--- src/rtl/dial_pkg.sv ---
// Shared constants and helpers for the dial input accumulator.
package dial_pkg;

    // Spinner gain encoding: the value is the left-shift applied to each delta.
    localparam logic [1:0] SENS_X1 = 2'd0;
    localparam logic [1:0] SENS_X2 = 2'd1;
    localparam logic [1:0] SENS_X4 = 2'd2;
    localparam logic [1:0] SENS_X8 = 2'd3;

    // Default tuning values.
    localparam int DEADZONE_DEF = 16;
    localparam int BTN_DIV_DEF  = 4;

    // Adds b to a and clamps the result symmetrically to +/-(2^(width-1)-1).
    // The clamped flag reports whether the limit was applied.
    function automatic logic signed [31:0] sat_add(
        input  logic signed [31:0] a,
        input  logic signed [31:0] b,
        input  int                 width,
        output logic               clamped
    );
        logic signed [31:0] lim;
        logic signed [31:0] s;
        lim     = (32'sd1 <<< (width - 1)) - 32'sd1;
        s       = a + b;
        clamped = 1'b0;
        if (s > lim) begin
            s       = lim;
            clamped = 1'b1;
        end else if (s < -lim) begin
            s       = -lim;
            clamped = 1'b1;
        end
        return s;
    endfunction

endpackage

--- src/rtl/dial_rate_gen.sv ---
// Rate tick prescaler plus the analog-stick phase accumulator and the
// button repeat counter. Both motion sources only advance on a tick.
module dial_rate_gen
    import dial_pkg::*;
#(
    parameter int STEP_DIV = 1000,
    parameter int DEADZONE = DEADZONE_DEF,
    parameter int BTN_DIV  = BTN_DIV_DEF
) (
    input  logic              clk_sys,
    input  logic              reset_n,
    input  logic              enable,
    input  logic signed [7:0] analog_x,
    input  logic              btn_left,
    input  logic              btn_right,
    output logic              tick,
    output logic signed [1:0] analog_step,
    output logic signed [1:0] btn_step
);

    localparam int PW = (STEP_DIV > 1) ? $clog2(STEP_DIV) : 1;
    localparam int BW = (BTN_DIV > 1) ? $clog2(BTN_DIV) : 1;

    logic [PW-1:0] presc_reg, presc_next;
    logic [7:0]    phase_reg, phase_next;
    logic [BW-1:0] btn_cnt_reg, btn_cnt_next;
    logic [6:0]    mag;
    logic [8:0]    phase_sum;

    // Stick magnitude; -128 folds onto 127 so it fits in 7 bits.
    always_comb begin
        mag = analog_x[6:0];
        if (analog_x == -8'sd128) begin
            mag = 7'd127;
        end else if (analog_x[7]) begin
            mag = 7'(-analog_x);
        end
    end

    // Next-state for prescaler, phase and button counter; contributions are
    // combinational on the tick cycle so they join the same pending update.
    always_comb begin
        presc_next   = presc_reg;
        phase_next   = phase_reg;
        btn_cnt_next = btn_cnt_reg;
        analog_step  = 2'sb00;
        btn_step     = 2'sb00;
        tick         = enable && (presc_reg == PW'(STEP_DIV - 1));
        phase_sum    = {1'b0, phase_reg} + {2'b00, mag - 7'(DEADZONE)};
        if (!enable) begin
            presc_next   = '0;
            phase_next   = '0;
            btn_cnt_next = '0;
        end else begin
            presc_next = tick ? '0 : presc_reg + 1'b1;
            if (tick) begin
                if (mag > 7'(DEADZONE)) begin
                    phase_next = phase_sum[7:0];
                    if (phase_sum[8]) begin
                        analog_step = analog_x[7] ? 2'sb11 : 2'sb01;
                    end
                end else begin
                    phase_next = '0;
                end
                if (btn_left ^ btn_right) begin
                    if (btn_cnt_reg == BW'(BTN_DIV - 1)) begin
                        btn_cnt_next = '0;
                        btn_step     = btn_right ? 2'sb01 : 2'sb11;
                    end else begin
                        btn_cnt_next = btn_cnt_reg + 1'b1;
                    end
                end else begin
                    btn_cnt_next = '0;
                end
            end
        end
    end

    // State registers.
    always_ff @(posedge clk_sys or negedge reset_n) begin
        if (!reset_n) begin
            presc_reg   <= '0;
            phase_reg   <= '0;
            btn_cnt_reg <= '0;
        end else begin
            presc_reg   <= presc_next;
            phase_reg   <= phase_next;
            btn_cnt_reg <= btn_cnt_next;
        end
    end

endmodule

--- src/rtl/dial_input_accum.sv ---
// Turns spinner deltas, stick X and left/right buttons into an 8-bit dial
// position that moves at most one count per rate tick.
module dial_input_accum
    import dial_pkg::*;
#(
    parameter int STEP_DIV = 1000,
    parameter int PEND_W   = 10,
    parameter int DEADZONE = DEADZONE_DEF,
    parameter int BTN_DIV  = BTN_DIV_DEF
) (
    input  logic                     clk_sys,
    input  logic                     reset_n,
    input  logic                     enable,
    input  logic [8:0]               spinner,
    input  logic signed [7:0]        analog_x,
    input  logic                     btn_left,
    input  logic                     btn_right,
    input  logic [1:0]               sens,
    input  logic                     clear_ovf,
    output logic [7:0]               dial,
    output logic signed [PEND_W-1:0] pending,
    output logic                     ovf
);

    // Delta is formed at PEND_W+3 bits so an x8 gain never wraps before clamping.
    localparam int DW = PEND_W + 3;

    logic                     armed_reg;
    logic                     prev_toggle_reg;
    logic signed [DW-1:0]     delta_reg, delta_next;
    logic signed [DW-1:0]     spin_ext;
    logic signed [PEND_W-1:0] pending_reg, pending_next;
    logic [7:0]               dial_reg, dial_next;
    logic                     ovf_reg, ovf_next;
    logic                     spin_event;
    logic                     tick;
    logic signed [1:0]        analog_step;
    logic signed [1:0]        btn_step;
    logic signed [1:0]        step_dir;
    logic signed [31:0]       incr;
    logic                     clamped;

    dial_rate_gen #(
        .STEP_DIV (STEP_DIV),
        .DEADZONE (DEADZONE),
        .BTN_DIV  (BTN_DIV)
    ) u_rate (
        .clk_sys     (clk_sys),
        .reset_n     (reset_n),
        .enable      (enable),
        .analog_x    (analog_x),
        .btn_left    (btn_left),
        .btn_right   (btn_right),
        .tick        (tick),
        .analog_step (analog_step),
        .btn_step    (btn_step)
    );

    // Toggle detection and gain; the scaled delta is registered, giving one
    // cycle of latency before it reaches the pending accumulator.
    always_comb begin
        spin_event = armed_reg && enable && (spinner[8] != prev_toggle_reg);
        spin_ext   = DW'(signed'(spinner[7:0]));
        delta_next = '0;
        if (spin_event) begin
            unique case (sens)
                SENS_X1: delta_next = spin_ext;
                SENS_X2: delta_next = spin_ext <<< 1;
                SENS_X4: delta_next = spin_ext <<< 2;
                SENS_X8: delta_next = spin_ext <<< 3;
            endcase
        end
    end

    // Step direction, pending sum with saturation, sticky overflow and dial.
    always_comb begin
        step_dir = 2'sb00;
        clamped  = 1'b0;
        if (tick) begin
            if (pending_reg[PEND_W-1]) begin
                step_dir = 2'sb11;
            end else if (pending_reg != '0) begin
                step_dir = 2'sb01;
            end
        end
        incr = 32'(delta_reg) + 32'(analog_step) + 32'(btn_step) - 32'(step_dir);
        pending_next = PEND_W'(sat_add(32'(pending_reg), incr, PEND_W, clamped));
        if (!enable) begin
            pending_next = '0;
        end
        if (enable && clamped) begin
            ovf_next = 1'b1;
        end else if (clear_ovf) begin
            ovf_next = 1'b0;
        end else begin
            ovf_next = ovf_reg;
        end
        dial_next = dial_reg + 8'(step_dir);
    end

    // State registers; prev_toggle follows the spinner even while disabled.
    always_ff @(posedge clk_sys or negedge reset_n) begin
        if (!reset_n) begin
            armed_reg       <= 1'b0;
            prev_toggle_reg <= 1'b0;
            delta_reg       <= '0;
            pending_reg     <= '0;
            dial_reg        <= '0;
            ovf_reg         <= 1'b0;
        end else begin
            armed_reg       <= 1'b1;
            prev_toggle_reg <= spinner[8];
            delta_reg       <= delta_next;
            pending_reg     <= pending_next;
            dial_reg        <= dial_next;
            ovf_reg         <= ovf_next;
        end
    end

    assign dial    = dial_reg;
    assign pending = pending_reg;
    assign ovf     = ovf_reg;

endmodule

--- config.mk ---
export PLATFORM = sky130hd
export DESIGN_NAME = dial_input_accum
export DESIGN_NICKNAME = d
export VERILOG_FILES = /design/src/rtl/dial_pkg.sv /design/src/rtl/dial_rate_gen.sv /design/src/rtl/dial_input_accum.sv
export SDC_FILE = /design/constraint.sdc
export NUM_CORES = 1
export LEC_CHECK = 0
export CORE_UTILIZATION = 45
export DETAILED_ROUTE_END_ITERATION = 10
export GPL_ROUTABILITY_DRIVEN = 0
export HOLD_SLACK_MARGIN = 0.08
export PLACE_DENSITY = 0.65
export SKIP_LAST_GASP = 1
export SYNTH_ARGS = -nofsm -noshare
export SYNTH_HDL_FRONTEND = slang
export SYNTH_SLANG_ARGS = --single-unit
--- constraint.sdc ---
create_clock -name clk_sys -period 7.7 [get_ports clk_sys]
set_input_delay 1.54 -clock clk_sys [delete_from_list [all_inputs] [get_ports clk_sys]]
set_output_delay 1.54 -clock clk_sys [all_outputs]
set_load 0.02 [all_outputs]
==> impl_metrics.csv <==
group,metric,value,unit
routing,drc,0,
global_routing,grt_use_total,0.2315,
final_layout,syn_to_final_growth,32.72,%
floorplanning,io_pins,44,
clock_tree,path_clk_slew,100,ps
critical_path,cp-start-kind,"input pin",
timing,finalMaxSlewViolations,0,
timing,fin_ws,185.1,ps
routing,avgRoutedWirePerCell,15.33,um
place,dp_cells,720,
clock_tree,cts_tree,"done",
synth,syn-num-nets,574,
synth,synth-seq-cells,52,
timing,relSlewSlack,0.5484,
final_layout,diodes,0,
floorplanning,fp.dieH,103.0,um
final_layout,nFillCells,876,
clock_tree,cts_root_buf,"clkbuf_8",
clock_tree,cts_buffer_depth,2,
routing,vias,3909,
critical_path,crit_path_end,"pending[1]",
final_layout,multi_input_area,0.003177,sq mm
final_layout,largest_reg_flops,11,
critical_path,worstPathArrival,7750,ps
floorplanning,initial_core_util,0.4678,
timing,worstMarginPinSlew,677.5,ps
worst_hold_path,hp-class,"reg -> reg",
timing,fin_crit,7515,ps
final_layout,layout.cells.most_common,"buf_4",
routing,wl,11280,um
floorplanning,die-width,103.0,um
job,drv_cap,0,
synth,yosysSeqAreaShare,0.2833,
place,dp_hpwl,9126,um
clock_tree,cts_made_buffers,5,
synth,synth_top_area_frac,0.2833,
global_routing,grtUsageMet2,0.4349,
synth,synth_flop_cell,"dfrtp_1",
clock_tree,htree_levels,2,
synth,synth_edf_count,0,
critical_path,worst-setup-path-type,"in -> reg",
synth,ys_top_cells_by_area,"dfrtp_1 28%, fa_1 15%, ha_1 9.5%",
final_layout,layout-drive-gt1-share,0.2338,
floorplanning,core-area,0.009819,sq mm
critical_path,reg2reg_to,"pending[1]",
synth,synth_area_leader_cell,"dfrtp_1",
final_layout,final_cell_mix,"79 x buf_4, 60 x inv_1, 52 x dfrtp_1",
global_routing,use_met3,0.03729,
routing,dr.pass1.iters,4,
floorplanning,rows,36,
critical_path,cp_max_fo,7,
global_routing,gr-total-overflow,0,
routing,drtAntennaViolNets,0,
critical_path,r2r_cells,24,
power,vdd_drop_max,0.0004860,V
floorplanning,fp.dieArea,0.01062,sq mm
synth,synthArstFlopShare,1.000,
critical_path,startpoint,"analog_x[1]",
critical_path,cp_slowest_cell,"or4_4",
global_routing,grt_max_degree,53,
synth,synth.cell_area,0.004593,sq mm
place,dp_slack,-518.1,ps
global_routing,grt_pass1_wl,18720,um
timing,fmax,133.1,MHz
global_routing,antenna_found_initial,0,
synth,synth_cell_type_count,64,
outcome,status,"finished, final reports clean",
synth,syn_area_per_cell,9.589,sq um
power,power_density,418.6,mW/mm^2
timing,setup_viol,0,
critical_path,slowest_delay,540,ps
timing,hold_viol_final,0,
clock_tree,insertion_delay,320,ps
clock_tree,numClockSinks,52,
power,leakagePower,2.913,nW
final_layout,seq_area,0.001301,sq mm
critical_path,regToRegSetupSlack,1890,ps
global_routing,use_met1,0.2774,
global_routing,first_global_vias,3984,
critical_path,r2r_start,"u_rate.phase_reg[0]",
final_layout,final_cells,736,
clock_tree,holdBufCountCts,0,
synth,ys_warn_count,0,
global_routing,top_usage_layer,"met2",
timing,skew,12.65,ps
routing,drt_iter0_markers,92,
routing,via_per_inst,5.311,
place,io_buffers,43,
critical_path,endpoint_kind,"flop",
timing,finalCritPeriodShare,0.9760,
synth,synth_cells,479,
critical_path,cp_data_required_time,7940,ps
final_layout,fin_nets,698,
## kinds of logic (layout without fill, tap and decap cells)
kind of cell | after synthesis | in the layout | share of synthesized area
buf+inv | 73 | 197 | 0.06483
compound gates | 109 | 109 | 0.1716
mux | 7 | 7 | 0.02097
fa+ha+maj | 71 | 71 | 0.2501
xor+xnor | 33 | 33 | 0.06292
other cells | 1 | 1 | 0.0008164
flops | 52 | 52 | 0.2833
simple gates | 133 | 133 | 0.1455
## how the worst min path moves through the flow
stage	from	endpoint	slack, ps	cells after the start
floorplan	u_rate.presc_reg[0]	u_rate.presc_reg[0]	450	1
global placement	u_rate.presc_reg[0]	u_rate.presc_reg[0]	480	1
detailed placement	u_rate.presc_reg[0]	u_rate.presc_reg[0]	490	1
CTS	u_rate.presc_reg[0]	u_rate.presc_reg[0]	510	1
global route	u_rate.phase_reg[6]	u_rate.phase_reg[6]	540	1
finish	u_rate.presc_reg[0]	u_rate.presc_reg[0]	500	1
## Yosys cell counts (all sizes together) (6+ instances only)
cell type   n
xnor2      16
fa         35
a211oi     14
a21o       11
o21ai       7
xor2       17
o211ai      6
nor3       10
ha         35
nand3      19
inv        63
nor2       30
nor2b       9
nand4       6
dfrtp      52
nand2      29
a22o        6
a21oi      36
## layout make-up
type                       count  share of cell area
clock inverter                 2            0.009852
clock buffer                   5             0.01129
tap                          133             0.02730
sequential                    52              0.2135
inverter                      64             0.04064
timing repair buffer         126              0.1763
multi-input combinational    354              0.5211
## repair_timing
item	4_1_cts	5_1_grt
pin swaps	3	18
buffers inserted	2	7
gates resized for setup	6	30
endpoints found under the setup margin	10	10
## stage by stage
stage	utilization	total power, mW	hold slack, ps	setup TNS, ps	area, sq um
final	0.6208	2.552	504.7	0	6096
after global routing	0.6208	2.767	538.1	-12.19	6096
after CTS	0.6040	2.413	509.0	0	5931
after detailed placement	0.5875	2.165	494.5	-4782	5769
after global placement	0.5875	2.116	481.9	-3166	5769
after floorplan	-	1.427	454.9	0	4679
## where the power goes
part	internal, mW	switching, mW	leakage, nW
clock network	0.128	0.0994	0.0642
logic	0.980	1.02	2.15
registers	0.301	0.0235	0.699
total	1.41	1.14	2.91
## routing by layer
metal,vias up,wire length [um]
li1,1917,-
met5,-,0
met4,0,136
met1,1926,4850
met3,13,310
met2,53,5983
## worst max-delay path, delay by kind of cell
kind	cells	cell delay, ps
buffers and inverters	7	820
xor gates and xnor gates	1	160
and+or+nand+nor	6	1510
adders and majority gates	7	1980
muxes	1	270
AOI/OAI and AO/OA	7	1490
Note: power is estimated with default switching activity, not from simulation.
